[src/rtl/exc_if.sv]
// Pipeline-side bundle for the exception sequencer: EX-stage event flags and
// SR state in, SR stack strobes, fetch redirect and cause/EPC out.
interface exc_if #(
   parameter int N_IRQ = 8
);
   logic [N_IRQ-1:0] irq;
   logic             exc_sys;
   logic             exc_ill;
   logic             exc_ovf;
   logic             rfe_req;
   logic             ex_valid;
   logic [31:0]      pc_ex;
   logic             ie;
   logic             su;

   logic             exc_pulse;
   logic             rfe_pulse;
   logic             flush;
   logic             busy;
   logic             pc_load;
   logic [31:0]      pc_target;
   logic [4:0]       cause;
   logic [31:0]      epc;
   logic [N_IRQ-1:0] irq_ack;

   modport master (
      output irq, exc_sys, exc_ill, exc_ovf, rfe_req, ex_valid, pc_ex, ie, su,
      input  exc_pulse, rfe_pulse, flush, busy, pc_load, pc_target, cause, epc, irq_ack
   );

   modport slave (
      input  irq, exc_sys, exc_ill, exc_ovf, rfe_req, ex_valid, pc_ex, ie, su,
      output exc_pulse, rfe_pulse, flush, busy, pc_load, pc_target, cause, epc, irq_ack
   );
endinterface

[src/rtl/exc_ctrl.sv]
// Exception/interrupt sequencer: arbitrates EX-stage exceptions, rfe and latched
// IRQs, then runs ENTER -> PUSH (exception) or RET (return) strobe sequences.
module exc_ctrl #(
   parameter int          N_IRQ    = 8,
   parameter logic [31:0] VEC_BASE = 32'h0000_0080
) (
   input logic   clk,
   input logic   rst,
   exc_if.slave  bus
);

   localparam logic [4:0] CAUSE_SYS = 5'h10;
   localparam logic [4:0] CAUSE_ILL = 5'h11;
   localparam logic [4:0] CAUSE_OVF = 5'h12;

   typedef enum logic [1:0] {
      S_IDLE  = 2'd0,
      S_ENTER = 2'd1,
      S_PUSH  = 2'd2,
      S_RET   = 2'd3
   } state_t;

   state_t           state_reg, state_next;

   logic [N_IRQ-1:0] irq_prev_reg;
   logic [N_IRQ-1:0] pend_reg;
   logic [N_IRQ-1:0] pend_next;
   logic [N_IRQ-1:0] irq_sel_reg;
   logic             is_irq_reg;
   logic [31:0]      last_pc_reg;
   logic [4:0]       cause_reg;
   logic [31:0]      epc_reg;

   logic [N_IRQ-1:0] irq_masked;
   logic [N_IRQ-1:0] irq_onehot;
   logic [4:0]       irq_idx;
   logic             irq_any;

   logic             load_evt;
   logic             take_irq;
   logic [4:0]       evt_cause;
   logic [31:0]      evt_epc;
   logic [N_IRQ-1:0] irq_ack_c;

   // Edge-latched pending bits; a new edge beats the acknowledge in the same cycle.
   generate
      for (genvar gi = 0; gi < N_IRQ; gi++) begin : g_pend
         assign pend_next[gi] = (bus.irq[gi] & ~irq_prev_reg[gi]) |
                                (pend_reg[gi] & ~irq_ack_c[gi]);
      end
   endgenerate

   always_ff @(posedge clk or posedge rst) begin
      if (rst) begin
         irq_prev_reg <= '0;
         pend_reg     <= '0;
      end else begin
         irq_prev_reg <= bus.irq;
         pend_reg     <= pend_next;
      end
   end

   // Interrupts enabled only while ie is high; lowest index has priority.
   assign irq_masked = pend_reg & {N_IRQ{bus.ie}};
   assign irq_any    = |irq_masked;

   always_comb begin
      irq_idx    = '0;
      irq_onehot = '0;
      for (int i = N_IRQ - 1; i >= 0; i--) begin
         if (irq_masked[i]) begin
            irq_idx    = 5'(i);
            irq_onehot = '0;
            irq_onehot[i] = 1'b1;
         end
      end
   end

   // Last real PC in EX, used as the return point when an IRQ lands on a bubble.
   always_ff @(posedge clk or posedge rst) begin
      if (rst) begin
         last_pc_reg <= '0;
      end else if (bus.ex_valid) begin
         last_pc_reg <= bus.pc_ex;
      end
   end

   always_ff @(posedge clk or posedge rst) begin
      if (rst) begin
         state_reg <= S_IDLE;
      end else begin
         state_reg <= state_next;
      end
   end

   always_comb begin
      state_next = state_reg;
      load_evt   = 1'b0;
      take_irq   = 1'b0;
      evt_cause  = '0;
      evt_epc    = bus.pc_ex;
      case (state_reg)
         S_IDLE: begin
            if (bus.ex_valid && bus.exc_ovf) begin
               load_evt   = 1'b1;
               evt_cause  = CAUSE_OVF;
               state_next = S_ENTER;
            end else if (bus.ex_valid && bus.exc_ill) begin
               load_evt   = 1'b1;
               evt_cause  = CAUSE_ILL;
               state_next = S_ENTER;
            end else if (bus.ex_valid && bus.exc_sys) begin
               load_evt   = 1'b1;
               evt_cause  = CAUSE_SYS;
               state_next = S_ENTER;
            end else if (bus.ex_valid && bus.rfe_req) begin
               if (bus.su) begin
                  state_next = S_RET;
               end else begin
                  // rfe from user mode is a privilege violation
                  load_evt   = 1'b1;
                  evt_cause  = CAUSE_ILL;
                  state_next = S_ENTER;
               end
            end else if (irq_any) begin
               load_evt   = 1'b1;
               take_irq   = 1'b1;
               evt_cause  = irq_idx;
               evt_epc    = bus.ex_valid ? bus.pc_ex : last_pc_reg;
               state_next = S_ENTER;
            end
         end
         S_ENTER: state_next = S_PUSH;
         S_PUSH:  state_next = S_IDLE;
         S_RET:   state_next = S_IDLE;
         default: state_next = S_IDLE;
      endcase
   end

   always_ff @(posedge clk or posedge rst) begin
      if (rst) begin
         cause_reg   <= '0;
         epc_reg     <= '0;
         is_irq_reg  <= 1'b0;
         irq_sel_reg <= '0;
      end else if (load_evt) begin
         cause_reg   <= evt_cause;
         epc_reg     <= evt_epc;
         is_irq_reg  <= take_irq;
         irq_sel_reg <= take_irq ? irq_onehot : '0;
      end
   end

   assign irq_ack_c = (state_reg == S_ENTER && is_irq_reg) ? irq_sel_reg : '0;

   always_comb begin
      bus.flush     = 1'b0;
      bus.busy      = 1'b0;
      bus.exc_pulse = 1'b0;
      bus.rfe_pulse = 1'b0;
      bus.pc_load   = 1'b0;
      bus.pc_target = '0;
      case (state_reg)
         S_ENTER: begin
            bus.flush = 1'b1;
            bus.busy  = 1'b1;
         end
         S_PUSH: begin
            bus.busy      = 1'b1;
            bus.exc_pulse = 1'b1;
            bus.pc_load   = 1'b1;
            bus.pc_target = VEC_BASE + {23'b0, cause_reg, 4'b0000};
         end
         S_RET: begin
            bus.flush     = 1'b1;
            bus.busy      = 1'b1;
            bus.rfe_pulse = 1'b1;
            bus.pc_load   = 1'b1;
            bus.pc_target = epc_reg;
         end
         default: ;
      endcase
   end

   assign bus.irq_ack = irq_ack_c;
   assign bus.cause   = cause_reg;
   assign bus.epc     = epc_reg;

endmodule

[src/flat_wrapper.sv]
// flat-port wrapper written by rule: the top's interface ports become plain ports
module exc_ctrl_flat 
#(
   parameter int          N_IRQ    = 8,
   parameter logic [31:0] VEC_BASE = 32'h0000_0080
)
  (clk, rst, bus_irq, bus_exc_sys, bus_exc_ill, bus_exc_ovf, bus_rfe_req, bus_ex_valid, bus_pc_ex, bus_ie, bus_su, bus_exc_pulse, bus_rfe_pulse, bus_flush, bus_busy, bus_pc_load, bus_pc_target, bus_cause, bus_epc, bus_irq_ack);
  exc_if #(.N_IRQ(N_IRQ)) bus_i ();
  input logic clk;
  input logic rst;
  input wire logic [$bits(bus_i.irq)-1:0] bus_irq;
  input wire logic [$bits(bus_i.exc_sys)-1:0] bus_exc_sys;
  input wire logic [$bits(bus_i.exc_ill)-1:0] bus_exc_ill;
  input wire logic [$bits(bus_i.exc_ovf)-1:0] bus_exc_ovf;
  input wire logic [$bits(bus_i.rfe_req)-1:0] bus_rfe_req;
  input wire logic [$bits(bus_i.ex_valid)-1:0] bus_ex_valid;
  input wire logic [$bits(bus_i.pc_ex)-1:0] bus_pc_ex;
  input wire logic [$bits(bus_i.ie)-1:0] bus_ie;
  input wire logic [$bits(bus_i.su)-1:0] bus_su;
  output wire logic [$bits(bus_i.exc_pulse)-1:0] bus_exc_pulse;
  output wire logic [$bits(bus_i.rfe_pulse)-1:0] bus_rfe_pulse;
  output wire logic [$bits(bus_i.flush)-1:0] bus_flush;
  output wire logic [$bits(bus_i.busy)-1:0] bus_busy;
  output wire logic [$bits(bus_i.pc_load)-1:0] bus_pc_load;
  output wire logic [$bits(bus_i.pc_target)-1:0] bus_pc_target;
  output wire logic [$bits(bus_i.cause)-1:0] bus_cause;
  output wire logic [$bits(bus_i.epc)-1:0] bus_epc;
  output wire logic [$bits(bus_i.irq_ack)-1:0] bus_irq_ack;
  assign bus_i.irq = bus_irq;
  assign bus_i.exc_sys = bus_exc_sys;
  assign bus_i.exc_ill = bus_exc_ill;
  assign bus_i.exc_ovf = bus_exc_ovf;
  assign bus_i.rfe_req = bus_rfe_req;
  assign bus_i.ex_valid = bus_ex_valid;
  assign bus_i.pc_ex = bus_pc_ex;
  assign bus_i.ie = bus_ie;
  assign bus_i.su = bus_su;
  assign bus_exc_pulse = bus_i.exc_pulse;
  assign bus_rfe_pulse = bus_i.rfe_pulse;
  assign bus_flush = bus_i.flush;
  assign bus_busy = bus_i.busy;
  assign bus_pc_load = bus_i.pc_load;
  assign bus_pc_target = bus_i.pc_target;
  assign bus_cause = bus_i.cause;
  assign bus_epc = bus_i.epc;
  assign bus_irq_ack = bus_i.irq_ack;
  exc_ctrl #(.N_IRQ(N_IRQ), .VEC_BASE(VEC_BASE)) u_core (.clk(clk), .rst(rst), .bus(bus_i));
endmodule
[config.mk]
export PLATFORM = sky130hd
export DESIGN_NAME = exc_ctrl_flat
export DESIGN_NICKNAME = d
export VERILOG_FILES = /design/src/rtl/exc_if.sv /design/src/rtl/exc_ctrl.sv /design/src/flat_wrapper.sv
export SDC_FILE = /design/constraint.sdc
export NUM_CORES = 1
export LEC_CHECK = 0
export ABC_AREA = 1
export CAP_MARGIN = 20
export CORE_MARGIN = 1
export CORE_UTILIZATION = 43
export CTS_BUF_LIST = sky130_fd_sc_hd__clkbuf_8 sky130_fd_sc_hd__clkbuf_16
export DETAILED_ROUTE_END_ITERATION = 8
export PLACE_DENSITY = 0.71
export SLEW_MARGIN = 20
export SYNTH_ARGS = -nofsm -noshare
export SYNTH_HDL_FRONTEND = slang
export SYNTH_SLANG_ARGS = --single-unit
[constraint.sdc]
create_clock -name clk -period 3.5 [get_ports clk]
set_clock_uncertainty 0.2 [all_clocks]
set_input_delay 0.525 -clock clk [delete_from_list [all_inputs] [get_ports clk]]
set_output_delay 0.525 -clock clk [all_outputs]
set_load 0.005 [all_outputs]
==> qor.txt <==
result of the run: completed
GRT overflow: 0
clk slew on worst S/H paths: 0.09 ns
critical path depth: 4
worst-case clock buffer depth: 2
ys async rst share: 1.00
endpoints failing setup: 0
H-tree depth: 3
fin area: 5990 um2
GR Util All Layers: 0.200
row count: 36
Clock Latency Late Sink: 0.34 ns
DP Wirelength: 7.51 mm
RSZ-0062 raised after global routing: false
die height: 103 um
Tmin final: 2.81 ns
top cells by count, synth: inv_1 (99), dfrtp_1 (95), nand2_1 (91), o21ai_0 (62), nor2_1 (40)
first-pass GRT wire length: 16.4 mm
leak pwr: 2.78 nW
pwr dens: 663 nW/um2
hold_buf cts: 0
crit path capture type: output port
Clock power frac: 0.187
largest fanout on the critical path: 15
area leader, netlist: dfrtp_1
worst hold path cell count: 1
maximum clock rate: 356 MHz
initial antenna violation count: 0
CTS Buf Count: 9
Placed Area: 5780 um2
Main synth FF type: dfrtp_1
CP required: 2.77 ns
die span in x: 103 um
maximum VDD drop: 0.000267 V
CP cell instances: inv_2 > nand3_1 > nor2_1 > clkdlybuf4s50_1
Top Family by Delay on Critical Path: simple AND/OR/NAND/NOR gates
Synth cell types: 31
leading post-synthesis cells by cell area: dfrtp_1 (54%), inv_1 (8.4%), nand2_1 (7.7%)
IO Pins: 131
Switching Fraction: 0.342
Internal Power: 0.00261 W
Ant. Diodes: 0
Worst Path Buf+Inv: 2
share of layout cells above drive strength 1: 0.0853
starting density of the core: 0.448
setup repair bufs after CTS: 0
Flop pwr share: 0.385
post-layout util: 0.607
Port Buf Inserts: 129
final setup TNS: 0 ns
CTS tree: yes
Mapped Cells: 508
Placeable Area: 9860 um2
Synth top area share: 0.538
Synth-to-Final Area Change: 35.5%
vias per cell: 4.81
total wire length: 10.2 mm
ANT nets after route: 0
final worst path period share: 0.802
DIE AREA: 10700 um2
Max-cap violations: 0
mapped cell area: 4420 um2
Tot Pwr: 0.00397 W
via count: 3684
syn nets: 557
WL/cell: 13.3 um
first drt pass iteration count: 4
Placer Congestion: 0.895
maximum number of pins on one net before global-route repair: 54
Final Hold Vio Count: 0
CTS root buffer: clkbuf_8
r2r setup slk: 1.31 ns
vias in the first global route: 3564
DRT iter0 DRCs: 100
Slew HR: 0.604
Slew @ Worst Pin: 0.593 ns
yosys warns: 0
Filler cells: 872
R2R depth: 9
CP max stage cell: clkdlybuf4s50_1
#FFs+latches synth: 95
Final Slew Violations: 0
Post-Place Cells: 750
sequential-to-total area share from yosys stat: 0.538
Switch Pwr: 0.00136 W
Mean Syn Cell Area: 8.70 um2
DRC errors left: 0
worst path arrival time: 2.08 ns
crit path kind: register to output port
count leader, synth: inv_1
CP Launch Type: register
Nets: 677
Post-synth EDFFs: 0
Final Instance Count excl. Fillers: 766
Worst Hold Class: register to register
CP peak stage delay: 0.55 ns
clock net sink count: 95
post_cts resized: 0
combinational power share: 0.428
==> metal layers <==
metal / vias to the layer above / wire, um / GRT usage / share of wire
met4: 0 / 198 / 0.0758 / 0.019
met5: - / 0 / 0 / 0
li1: 1846 / - / - / -
met3: 21 / 510 / 0.0343 / 0.050
met2: 110 / 4860 / 0.340 / 0.48
met1: 1707 / 4650 / 0.256 / 0.45
==> stage by stage <==
stage	setup WS, ns	hold WS (ns)
after floorplan	0.298	0.200
after global placement	0.615	0.203
after detailed placement	0.564	0.214
after CTS	0.662	0.231
after global routing	0.518	0.245
final	0.694	0.227
==> worst reg2reg max path, cell delays in order (launching register included) <==
cell and delay [ns]:
dfrtp_1 0.42, inv_2 0.10, nand2_1 0.15, inv_1 0.16, o21ai_2 0.10, nand2_4 0.31
clkinv_1 0.34, nor2_1 0.22, nand2_1 0.09, nand2_1 0.06
==> final timing paths <==
kind / start / to
worst min-delay path: u_core.irq_prev_reg[7] / u_core.pend_reg[7]
worst max-delay path: u_core.state_reg[1] / bus_irq_ack[6]
min in group asynchronous: rst / u_core.bus.epc[31]
max in group asynchronous: rst / u_core.bus.epc[22]
worst min register to register: u_core.irq_prev_reg[7] / u_core.pend_reg[7]
worst max register to register: u_core.state_reg[1] / u_core.bus.cause[0]
==> cell families (layout without fill, tap and decap cells) <==
kind of cell	Yosys count	after routing	synth area share
other	1	1	0.000848
multiplexers	11	11	0.0280
buffers and inverters	129	254	0.126
AO/OA/AOI/OAI	106	106	0.148
flip-flops	95	95	0.538
AND/OR/NAND/NOR	166	166	0.159
==> cell usage in the layout, fill, tap and decap left out, types with 11 or more instances in the layout <==
cell type / synthesis / layout
nand3_1: 21 / 21
clkdlybuf4s50_1: 0 / 128
nand2_1: 91 / 91
mux2_2: 11 / 11
nor2_1: 40 / 40
inv_1: 99 / 99
clkbuf_8: 0 / 11
o211ai_1: 24 / 24
dfrtp_1: 95 / 95
o21ai_0: 62 / 62
==> final cells by class <==
class	count	area (um2)	share of cell area
Sequential cell	95	2380	0.397
Multi-Input combinational cell	284	1490	0.248
Clock buffer	11	151	0.0253
Clock inverter	5	57.6	0.00961
Inverter	102	385	0.0643
Tap cell	133	166	0.0278
Timing Repair Buffer	136	1360	0.228
==> power by group through the flow <==
stage	clock, W	sequential, W	combinational, W
floorplan	0	0.00154	0.000855
global placement	0	0.00154	0.00169
detailed placement	0	0.00155	0.00171
CTS	0.000759	0.00153	0.00172
global route	0.000809	0.00156	0.00191
finish	0.000742	0.00153	0.00170
(Power assumes the default switching activity.)
==> edit 1, RTL diff (same settings) <==
`N_IRQ` is set to 8 in 3 places; all go to 9.
--- a/src/rtl/exc_if.sv
+++ b/src/rtl/exc_if.sv
@@ -2,5 +2,5 @@
 // SR state in, SR stack strobes, fetch redirect and cause/EPC out.
 interface exc_if #(
-   parameter int N_IRQ = 8
+   parameter int N_IRQ = 9
 );
    logic [N_IRQ-1:0] irq;
--- a/src/rtl/exc_ctrl.sv
+++ b/src/rtl/exc_ctrl.sv
@@ -2,5 +2,5 @@
 // IRQs, then runs ENTER -> PUSH (exception) or RET (return) strobe sequences.
 module exc_ctrl #(
-   parameter int          N_IRQ    = 8,
+   parameter int          N_IRQ    = 9,
    parameter logic [31:0] VEC_BASE = 32'h0000_0080
 ) (
--- a/src/flat_wrapper.sv
+++ b/src/flat_wrapper.sv
@@ -2,5 +2,5 @@
 module exc_ctrl_flat 
 #(
-   parameter int          N_IRQ    = 8,
+   parameter int          N_IRQ    = 9,
    parameter logic [31:0] VEC_BASE = 32'h0000_0080
 )
Interface: changed (resized bus_irq and bus_irq_ack); port bits go from 131 to 133. The function was not compared with the original's and may differ.
==> edit 1 against the unedited design <==
Fmax is 2.2% lower. Power rose by 21%. Sequential power increased by 3%. Critical endpoint is now bus_irq_ack[4]. Non-clock buffer count rose by 3. Setup slack worse by 63 ps. Largest power group unchanged. Critical path type unchanged. Wire length up 11%. Sequential cell count up 4. Area after synthesis rose by 11%. Combinational power grew 19%. First-iteration DRC count rose by 53%. Final area up 10%.
==> edit 1: results (changes against the unedited design) <==
{
  "power": {
    "ir_drop": {"value": 0.000330, "unit": "V", "change": "+23%"},
    "leakagePower": {"value": 0.00307, "unit": "uW", "change": "+11%"}
  },
  "clock_tree": {
    "ctsLongestPathBuffers": {"value": 2, "change": "unchanged"},
    "path_clk_slew": {"value": 70, "unit": "ps", "change": "-20 ps"},
    "cts_post_setup_buffers_inserted": {"value": 0, "change": "unchanged"},
    "root_buffer": "sky130_fd_sc_hd__clkbuf_16",
    "ctsHtreeMaxLevel": {"value": 3, "change": "unchanged"},
    "post_cts.resized_instances": {"value": 0, "change": "unchanged"}
  },
  "route": {
    "wirelength": {"value": 11.3, "unit": "mm", "change": "+11%"},
    "detail_route.first_pass.iterations": {"value": 5, "change": "+1"},
    "route.vias.total": {"value": 3892, "change": "+5.6%"},
    "drtIter0Drc": {"value": 153, "change": "+53%"}
  },
  "synth": {
    "synth.yosys.seq_area_share": {"value": 0.506, "change": "-0.0314"},
    "syn_nets": {"value": 579, "change": "+3.9%"},
    "ys_dominant_reg_cell": "sky130_fd_sc_hd__dfrtp_1",
    "yosysUniqueCellTypes": {"value": 33, "change": "+6.5%"},
    "synth-edff-count": {"value": 0, "change": "unchanged"},
    "synth.area.top_cells": "sky130_fd_sc_hd__dfrtp_1, sky130_fd_sc_hd__o211ai_2, sky130_fd_sc_hd__inv_1, sky130_fd_sc_hd__nor2_1, sky130_fd_sc_hd__nand2_1",
    "synth_commonest_cells": "sky130_fd_sc_hd__dfrtp_1, sky130_fd_sc_hd__inv_1, sky130_fd_sc_hd__nor2_1",
    "ys_async_sr_fraction": {"value": 1.00, "change": "unchanged"}
  },
  "placement": {
    "dp_slack": {"value": 505, "unit": "ps", "change": "-58.7 ps"},
    "gp_routability_congestion": {"value": 0.837, "change": "-6.5%"},
    "port-buffer-count": {"value": 132, "change": "+2.3%"},
    "post-dp-hpwl": {"value": 8.04, "unit": "mm", "change": "+7.0%"},
    "detailed_place.area": {"value": 6240, "unit": "um2", "change": "+7.9%"}
  },
  "critical_path": {
    "timing.critical_path.fanout_max": {"value": 17, "change": "+2"},
    "arrival_time_reported_for_the_critical_path_endpoint": {"value": 2140, "unit": "ps", "change": "+60 ps"}
  },
  "hold_path": {
    "holdCritPathClass": "reg2reg"
  },
  "status": {
    "run_status": "finished, final reports clean"
  },
  "grt": {
    "number_of_global_route_vias_before_repair": {"value": 3826, "change": "+7.4%"},
    "grt_start_max_net_pins": {"value": 66, "change": "+22%"},
    "grt_pass1_wl": {"value": 18.2, "unit": "mm", "change": "+11%"},
    "grt_use_total": {"value": 0.201, "change": "+0.000850"}
  },
  "layout": {
    "layout-drive-gt1-share": {"value": 0.160, "change": "+0.0742"},
    "final_nets": {"value": 698, "change": "+3.1%"}
  },
  "sta": {
    "timing.slew.headroom": {"value": 0.563, "change": "-0.0419"}
  }
}
[edit 1: cell types whose count changed after synthesis, moves of 4 or more]
cell,change
sky130_fd_sc_hd__a21oi_1,+33
sky130_fd_sc_hd__buf_6,+7
sky130_fd_sc_hd__clkbuf_1,-4
sky130_fd_sc_hd__dfrtp_1,+4
sky130_fd_sc_hd__mux2_2,-11
sky130_fd_sc_hd__nand2_1,-34
sky130_fd_sc_hd__nand2_2,+12
sky130_fd_sc_hd__nand3_1,-17
sky130_fd_sc_hd__nor2_1,+32
sky130_fd_sc_hd__o211ai_1,-22
sky130_fd_sc_hd__o211ai_2,+26
sky130_fd_sc_hd__o21ai_0,-39
sky130_fd_sc_hd__o21ai_1,+10
sky130_fd_sc_hd__o21ai_2,+21
[edit 1: through the flow]
step / instances / total power (uW)
detailed placement: 776 / 3650
finish: 792 / 4790
global route: 792 / 5080
global placement: 776 / 3580
floorplan: 528 / 2790
CTS: 792 / 4830
[edit 1: logic make-up (layout without fill, tap and decap cells)]
group           after synthesis  after routing  synth area share
buf+inv                     131            255             0.128
simple gates                161            161             0.149
compound gates              136            136             0.215
flops                        99             99             0.506
fa+ha+maj                     1              1           0.00256
[edit 1: path summary, 6_finish.rpt]
check	start	endpoint	slack, ps	cells past startpoint
max	u_core.state_reg[1]	bus_irq_ack[4]	630	4
min	u_core.irq_prev_reg[1]	u_core.pend_reg[1]	230	1
max reg2reg	u_core.state_reg[1]	u_core.bus.epc[11]	1330	7
max in group asynchronous	rst	u_core.bus.epc[1]	1920	3
min in group asynchronous	rst	u_core.bus.epc[17]	470	2
min reg2reg	u_core.irq_prev_reg[1]	u_core.pend_reg[1]	230	1
[edit 1: critical path, cell delays in order, from the launching register on]
cell and delay [ps]:
sky130_fd_sc_hd__dfrtp_1 430, sky130_fd_sc_hd__inv_1 120, sky130_fd_sc_hd__nand3_1 420, sky130_fd_sc_hd__nor2_1 280, sky130_fd_sc_hd__clkdlybuf4s50_1 540
[edit 1: where the power goes]
group | switching (uW) | internal [uW]
combinational | 1050 | 984
clock | 411 | 764
sequential | 160 | 1420
[edit 1: per-layer routing]
layer,GRT usage,vias up,wire (um)
li1,-,1922,-
met1,0.264,1855,4920
met2,0.330,97,5620
met3,0.0311,18,571
met5,0,-,0
met4,0.0859,0,207
[edit 1: area by class of cell]
cell class,instances,area [um2]
Fill cell,989,4390
Tap cell,140,175
Sequential cell,99,2480
Inverter,100,380
Multi-Input combinational cell,298,1800
Clock inverter,7,133
Clock buffer,9,225
Timing Repair Buffer,139,1410
==> edit 2, RTL diff (same flow settings) <==
Without the edit above. Encoding of `state_t`: now one-hot (4 bits for 4 states).
--- a/src/rtl/exc_ctrl.sv
+++ b/src/rtl/exc_ctrl.sv
@@ -14,9 +14,9 @@
    localparam logic [4:0] CAUSE_OVF = 5'h12;
 
-   typedef enum logic [1:0] {
-      S_IDLE  = 2'd0,
-      S_ENTER = 2'd1,
-      S_PUSH  = 2'd2,
-      S_RET   = 2'd3
+   typedef enum logic [3:0] {
+      S_IDLE  = 4'b0001,
+      S_ENTER = 4'b0010,
+      S_PUSH  = 4'b0100,
+      S_RET   = 4'b1000
    } state_t;
 
Function: same outputs for any inputs over 4 cycles, from zero or initial values and one cycle with rst high; so few cycles prove little.
==> edit 2 against the unedited design <==
Count of clock-buffer cells in the layout decreased by 1. Largest power group is now sequential cells. Wire length increased by 1.8%. Register-to-register slack improved by 30 ps. Final area about the same. Final cell count increased by 1.7%. Sequential share of layout area increased by 0.83 points. Setup slack got worse by 440 ps. Area after synthesis increased by 0.20%. Power decreased by 6.3%. Sequential cell count increased by 2. Critical endpoint is now bus_busy.
==> edit 2: results (changes against the unedited design) <==
{
  "status": {
    "run_status": "finished, final reports clean"
  },
  "grt": {
    "grt_start_max_net_pins": {"value": 65, "change": "+20%"},
    "number_of_global_route_vias_before_repair": {"value": 3721, "change": "+4.4%"},
    "grt_pass1_wl": {"value": 17.7, "unit": "mm", "change": "+7.8%"},
    "global_route.usage.met3": {"value": 0.0497, "change": "+0.0154"},
    "groute.layer.met2.usage": {"value": 0.327, "change": "-0.0128"}
  },
  "power": {
    "ir_drop": {"value": 0.000393, "unit": "V", "change": "+47%"},
    "internal_power": {"value": 2400, "unit": "uW", "change": "-8.1%"},
    "combinationalPowerShare": {"value": 0.402, "change": "-0.026"}
  },
  "synth": {
    "synth_commonest_cells": "sky130_fd_sc_hd__inv_1, sky130_fd_sc_hd__dfrtp_1, sky130_fd_sc_hd__nand2_1",
    "yosysUniqueCellTypes": {"value": 26, "change": "-16%"},
    "synth.area.top_cells": "sky130_fd_sc_hd__dfrtp_1, sky130_fd_sc_hd__inv_1, sky130_fd_sc_hd__nand2_1, sky130_fd_sc_hd__o21ai_0, sky130_fd_sc_hd__o211ai_1",
    "syn_nets": {"value": 569, "change": "+2.2%"}
  },
  "layout": {
    "clock_buffers": {"value": 10, "change": "-1"},
    "inv_count": {"value": 105, "change": "+2.9%"},
    "n_sequential_cell": {"value": 97, "change": "+2.1%"},
    "layout-drive-gt1-share": {"value": 0.0728, "change": "-0.0126"},
    "non_clk_buf_share": {"value": 0.225, "change": "-0.00307"},
    "nFillCells": {"value": 855, "change": "-1.9%"},
    "area.share.sequential": {"value": 0.405, "change": "+0.00831"},
    "multi_input_area_share": {"value": 0.246, "change": "-0.00203"},
    "multi_input_area": {"value": 1480, "unit": "um2", "change": "-0.76%"},
    "fin_cells": {"value": 779, "change": "+1.7%"}
  },
  "critical_path": {
    "rrSetupSlack": {"value": 1340, "unit": "ps", "change": "+30 ps"},
    "worstSetupStartpoint": "u_core.state_reg[0]",
    "endpoint": "bus_busy",
    "top_family_by_delay_on_critical_path": "buffers and inverters",
    "timing.critical_path.fanout_max": {"value": 30, "change": "+15"},
    "arrival_time_reported_for_the_critical_path_endpoint": {"value": 2520, "unit": "ps", "change": "+440 ps"}
  },
  "placement": {
    "dp_cells": {"value": 764, "change": "+1.9%"}
  },
  "route": {
    "met2_wirelength": {"value": 4.75, "unit": "mm", "change": "-2.2%"},
    "drtIter0Drc": {"value": 199, "change": "+99%"},
    "wirelength": {"value": 10.4, "unit": "mm", "change": "+1.8%"},
    "met1Wirelength": {"value": 4.85, "unit": "mm", "change": "+4.2%"}
  },
  "sta": {
    "final_period_minus_worst_setup_slack": {"value": 3250, "unit": "ps", "change": "+439 ps"}
  }
}
## edit 2: changes by cell type after synthesis, sizes merged, moves of 2 or more
cell    change
buf         +4
clkbuf      -5
inv         +4
nand2       +2
nand3       -3
nand4       +3
nor2        +2
nor3        +2
o211ai      -3
o21ai       +3
o22ai       +3
o41ai       -2
## edit 2: worst reg2reg max path, stage by stage, from the launching register on
cell and delay [ps]:
sky130_fd_sc_hd__dfstp_2 560, sky130_fd_sc_hd__nand3_1 210, sky130_fd_sc_hd__inv_1 170, sky130_fd_sc_hd__o21ai_1 150, sky130_fd_sc_hd__o21ai_4 90, sky130_fd_sc_hd__buf_4 300
sky130_fd_sc_hd__inv_2 160, sky130_fd_sc_hd__a21oi_1 150, sky130_fd_sc_hd__nand2_1 70, sky130_fd_sc_hd__nand2_1 50
## edit 2: what timing repair did
action                     in CTS  in global routing
hold buffers                    0                  0
resized for setup               0                  1
setup endpoints to repair       0                  4
## edit 2: how the worst min path moves through the flow
stage | start | endpoint | slack, ps | depth (start not counted)
after floorplan | u_core.irq_prev_reg[0] | u_core.pend_reg[0] | 200 | 1
after global placement | u_core.irq_prev_reg[3] | u_core.pend_reg[3] | 200 | 1
after detailed placement | u_core.irq_prev_reg[3] | u_core.pend_reg[3] | 210 | 1
after CTS | u_core.irq_prev_reg[3] | u_core.pend_reg[3] | 220 | 1
after global routing | u_core.irq_prev_reg[3] | u_core.pend_reg[3] | 230 | 1
final | u_core.irq_prev_reg[3] | u_core.pend_reg[3] | 220 | 1
## edit 2: logic make-up after synthesis
kind of cell	count (synthesis)	share of synthesized area
AO/OA/AOI/OAI	108	0.145
multiplexers	11	0.0280
other	1	0.000846
buffers and inverters	131	0.119
flip-flops	97	0.548
AND/OR/NAND/NOR	172	0.159
